## src/rtl/rr_arbiter8.sv

```systemverilog
// Round-robin arbiter for up to 8 requesters.
// A grant is held until the consumer acks it or the requester withdraws.
// On release the priority pointer moves just past the released requester.
// The next winner is granted on the same edge, so back-to-back grants
// have no idle bubble between them.
module rr_arbiter8 #(
    parameter int unsigned N = 8
) (
    input  logic         clk,
    input  logic         rst,
    input  logic [N-1:0] req,
    input  logic         ack,
    output logic [N-1:0] grant,
    output logic         grant_valid
);

    localparam int unsigned PW = (N > 1) ? $clog2(N) : 1;

    typedef enum logic {StIdle, StBusy} state_t;

    state_t          state_q;
    logic [PW-1:0]   ptr_q;
    logic [PW-1:0]   gidx_q;
    logic [N-1:0]    grant_q;
    logic            grant_valid_q;

    logic            release_now;
    logic [PW-1:0]   nxt_ptr;
    logic [PW-1:0]   start;
    logic            pick_found;
    logic [PW-1:0]   pick_idx;
    logic [N-1:0]    pick_onehot;

    // Release condition and the pointer value a release would install
    always_comb begin
        release_now = (state_q == StBusy) && (ack || !req[gidx_q]);
        if (gidx_q == PW'(N - 1)) begin
            nxt_ptr = '0;
        end else begin
            nxt_ptr = gidx_q + PW'(1);
        end
    end

    // A release arbitrates from the updated pointer; idle arbitrates from ptr_q.
    // The released requester is searched last, so it only wins when alone.
    always_comb begin
        start = (state_q == StBusy) ? nxt_ptr : ptr_q;
    end

    // Circular first-set search starting at 'start'
    always_comb begin
        int unsigned pos;
        pick_found = 1'b0;
        pick_idx   = '0;
        pos        = 0;
        for (int unsigned i = 0; i < N; i++) begin
            pos = 32'(start) + i;
            if (pos >= N) begin
                pos = pos - N;
            end
            if (!pick_found && req[PW'(pos)]) begin
                pick_found = 1'b1;
                pick_idx   = PW'(pos);
            end
        end
    end

    // One-hot form of the selected winner
    always_comb begin
        pick_onehot           = '0;
        pick_onehot[pick_idx] = 1'b1;
    end

    // Arbitration FSM with registered grant outputs
    always_ff @(posedge clk) begin
        if (rst) begin
            state_q       <= StIdle;
            ptr_q         <= '0;
            gidx_q        <= '0;
            grant_q       <= '0;
            grant_valid_q <= 1'b0;
        end else begin
            unique case (state_q)
                StIdle: begin
                    // ack is ignored here and never moves the pointer
                    if (pick_found) begin
                        state_q       <= StBusy;
                        gidx_q        <= pick_idx;
                        grant_q       <= pick_onehot;
                        grant_valid_q <= 1'b1;
                    end
                end
                StBusy: begin
                    if (release_now) begin
                        ptr_q <= nxt_ptr;
                        if (pick_found) begin
                            gidx_q        <= pick_idx;
                            grant_q       <= pick_onehot;
                            grant_valid_q <= 1'b1;
                        end else begin
                            state_q       <= StIdle;
                            grant_q       <= '0;
                            grant_valid_q <= 1'b0;
                        end
                    end
                end
            endcase
        end
    end

    assign grant       = grant_q;
    assign grant_valid = grant_valid_q;

endmodule

```

## config.mk

```make
export PLATFORM = sky130hd
export DESIGN_NAME = rr_arbiter8
export DESIGN_NICKNAME = d
export VERILOG_FILES = /design/src/rtl/rr_arbiter8.sv
export SDC_FILE = /design/constraint.sdc
export NUM_CORES = 1
export LEC_CHECK = 0
export ABC_CLOCK_PERIOD_IN_PS = 5000
export BUFFER_PORTS_ARGS = -buffer_cell sky130_fd_sc_hd__buf_2
export CORE_AREA = 2 2 48 73
export DETAILED_ROUTE_END_ITERATION = 16
export DIE_AREA = 0 0 50 75
export GPL_TIMING_DRIVEN = 1
export PLACE_DENSITY = 0.74
export SLEW_MARGIN = 0
export SYNTH_ARGS = -nofsm -noshare
export SYNTH_HDL_FRONTEND = slang
export SYNTH_SLANG_ARGS = --single-unit
```

## constraint.sdc

```tcl
create_clock -name clk -period 5 [get_ports clk]
set_input_delay 0.75 -clock clk [delete_from_list [all_inputs] [get_ports clk]]
set_output_delay 0.75 -clock clk [all_outputs]
set_load 0.03 [all_outputs]
```

==> results.ini <==
[power_and_ir_drop]
p_sw_share_pct=50.6
pwr-share-comb_pct=78.5
p_per_area_nw_per_um2=687
p_clk_share_pct=7.0
power_leakage_nw=0.806
p_seq_share_pct=14.5
p_int_w=0.000659
peakVddDrop_mv=0.464
p_sw_w=0.000676

[sta]
post-route-period-util_pct=84.5
rsz0062_at_grt=no
setup_violations=0
slew_headroom_pct=34.7
maxSlewViolCount=0
fin_skew_ps=1.87
fin_crit_ps=4230
max_slew.worst_pin.slew_ps=952
finalHoldViolCount=0
finalSetupTns_ps=0
fmax_mhz=237

[final_layout]
final_area_um2=1940
fillers=277
area_delta_synth_final_pct=9.13
postLayoutCoreUtil_pct=62.8
multiInputGateArea_um2=1380
drive_gt1_share_pct=24.7
seq_area_um2=320
finalNonFillerCells=255
fin_nets=232
diodes=0

[worst_setup_path]
r2r_slack_ps=770
cp.required_ps=5190
endpoint_kind=flip-flop
start_kind=flip-flop
rr_startpoint=gidx_q[0]
criticalPathCategory=reg -> reg
reg2reg_to=grant[1]
critical_path_arrival_ps=4420
r2r_cells=12
critPathMaxFanout=12

[logic_synthesis]
ys_async_sr_fraction_pct=0
syn_inst=199
post_synth.cell_area_avg_um2=8.95
yosysTopAreaCellShare_pct=18.0
yosysUniqueCellTypes=54
synth_ff_type=dfxtp_1
synth-edff-count=0
synth-seq-cells=16
synth_warnings=0
synth_area_leaders=dfxtp_1 (18%), mux2i_1 (14%), mux4_2 (14%)
yosysSeqAreaShare_pct=18.0
syn_area_um2=1780
synth_top_area_cell=dfxtp_1
syn-num-nets=214

[clocking]
clock_latency_ps=240
cts_buffer_depth=2
cts_tree=done
cts_resized=0
cts_sinks=16
cts_hold_buffers=0
root_buffer=clkbuf_8
postCtsSetupRepairBufs=0
cts_buffers=3
htree_levels=1
clkSlewWorstSetupHoldPaths_ps=60

[worst_hold_path]
min_path_cells=2
hold_path_class=reg -> reg
worst_hold_startpoint=grant[6]
hold-path-endpoint=grant[6]

[die]
ios=20
rows=25
core_area_um2=3100
dieArea_um2=3750
die_w_um=50
initial_core_util_pct=57.5
die_h_um=75

[placement]
place.gp.congestion=0.993
dp.cells=252
io_buffers=19
dpl-instance-area_um2=1900
hpwl_um=3660

[route]
wl_per_cell_um=18.1
wirelength_um=4620
drc=0
first_pass_iters=4
routed-via-count=1710
first_iter_violations=53
viasPerCell=6.71
ant_nets=0

[grt]
grt_usage_pct=27.1
antenna_found_initial=0
grt_pass1_wl_um=7850
grt_max_degree=18
grt_pass1_vias=1717
grt-ovfl-total=0

[status]
status=complete, no violations

[flow_run]
maxCapViolCount=0

==> registers in the layout (all words and copies together) (netlist names) <==
signal and flops:
grant_valid 1, ptr_q 3, state_q 1, gidx_q 3, grant 8
==> synth_stat cells (2+ instances only) <==
cell	n
a21oi_1	11
a22o_1	4
a2bb2oi_1	2
a31oi_1	3
buf_2	3
clkbuf_1	3
dfxtp_1	16
ha_1	4
inv_1	6
mux2_2	4
mux2i_1	25
mux4_2	11
nand2_1	14
nand2b_1	4
nand3_1	6
nand4_1	2
nor2_1	14
nor2b_1	2
nor3_1	5
o211ai_1	4
o21ai_0	8
o21ai_1	5
o221ai_1	2
o22ai_1	2
o2bb2ai_1	2
or2_2	3
or3_1	5
xnor2_1	3
==> through the flow <==
step | hold slack (ps) | total power [W] | setup WS, ps
floorplan | 445 | 0.00102 | 1000
global placement | 431 | 0.00120 | 947
detailed placement | 440 | 0.00123 | 813
CTS | 448 | 0.00133 | 792
global route | 461 | 0.00144 | 427
finish | 444 | 0.00134 | 775
==> cells by family (layout without fill, tap and decap cells) <==
family	Yosys count	in the layout	synth area share, %
simple gates	64	64	19.8
compound gates	54	54	21.6
mux	41	41	31.7
buf+inv	17	33	4.56
flops	16	16	18.0
fa+ha+maj	4	4	2.81
xor+xnor	3	3	1.47
==> worst max-delay path by stage <==
stage          endpoint  cells after the start      start
3_5_place_dp   grant[0]                     12  gidx_q[0]
3_3_place_gp   grant[4]                     12  gidx_q[0]
4_1_cts        grant[0]                     12  gidx_q[0]
2_1_floorplan  grant[0]                     15  gidx_q[0]
5_1_grt        grant[1]                     12  gidx_q[0]
6_report       grant[1]                     12  gidx_q[0]
==> final cells by class <==
class                           count  area share [%]
Timing Repair Buffer               22            6.05
Sequential cell                    16            16.5
Multi-Input combinational cell    166            71.1
Inverter                            8            1.67
Clock buffer                        3            2.12
Tap cell                           40            2.57
==> per-layer routing <==
| layer | global-route usage (%) | vias up | routed length (µm) |
|---|---|---|---|
| met1 | 29.7 | 838 | 1760 |
| met3 | 1.79 | 20 | 112 |
| met5 | 0 | - | 0 |
| met4 | 18.5 | 0 | 241 |
| met2 | 49.6 | 47 | 2500 |
| li1 | - | 805 | - |
==> critical path, stage by stage, from the launching register on <==
cell       delay, ps
dfxtp_1          390
ha_1             240
ha_1             220
nor3b_2          310
nor2_2           130
ha_1             550
clkinv_1         380
mux4_2           640
or2_2            310
a31oi_1          190
a2bb2oi_1        430
nor2b_1          220
a22o_1           140
==> cell usage in the layout, fill, tap and decap left out, types with 5 or more instances in the layout <==
master,Yosys,layout
mux2i_1,25,25
buf_2,3,19
dfxtp_1,16,16
nand2_1,14,14
nor2_1,14,13
mux4_2,11,11
a21oi_1,11,11
o21ai_0,8,8
inv_1,6,6
nand3_1,6,6
o21ai_1,5,5
or3_1,5,5
nor3_1,5,5
==> power groups by stage <==
stage	clock network (W)	logic, W	registers (W)
after global routing	0.0000992	0.00114	0.000199
after global placement	0	0.00101	0.000194
after floorplan	0	0.000797	0.000223
after detailed placement	0	0.00104	0.000196
after CTS	0.0000945	0.00104	0.000194
final	0.0000934	0.00105	0.000193
(Power assumes the default switching activity.)
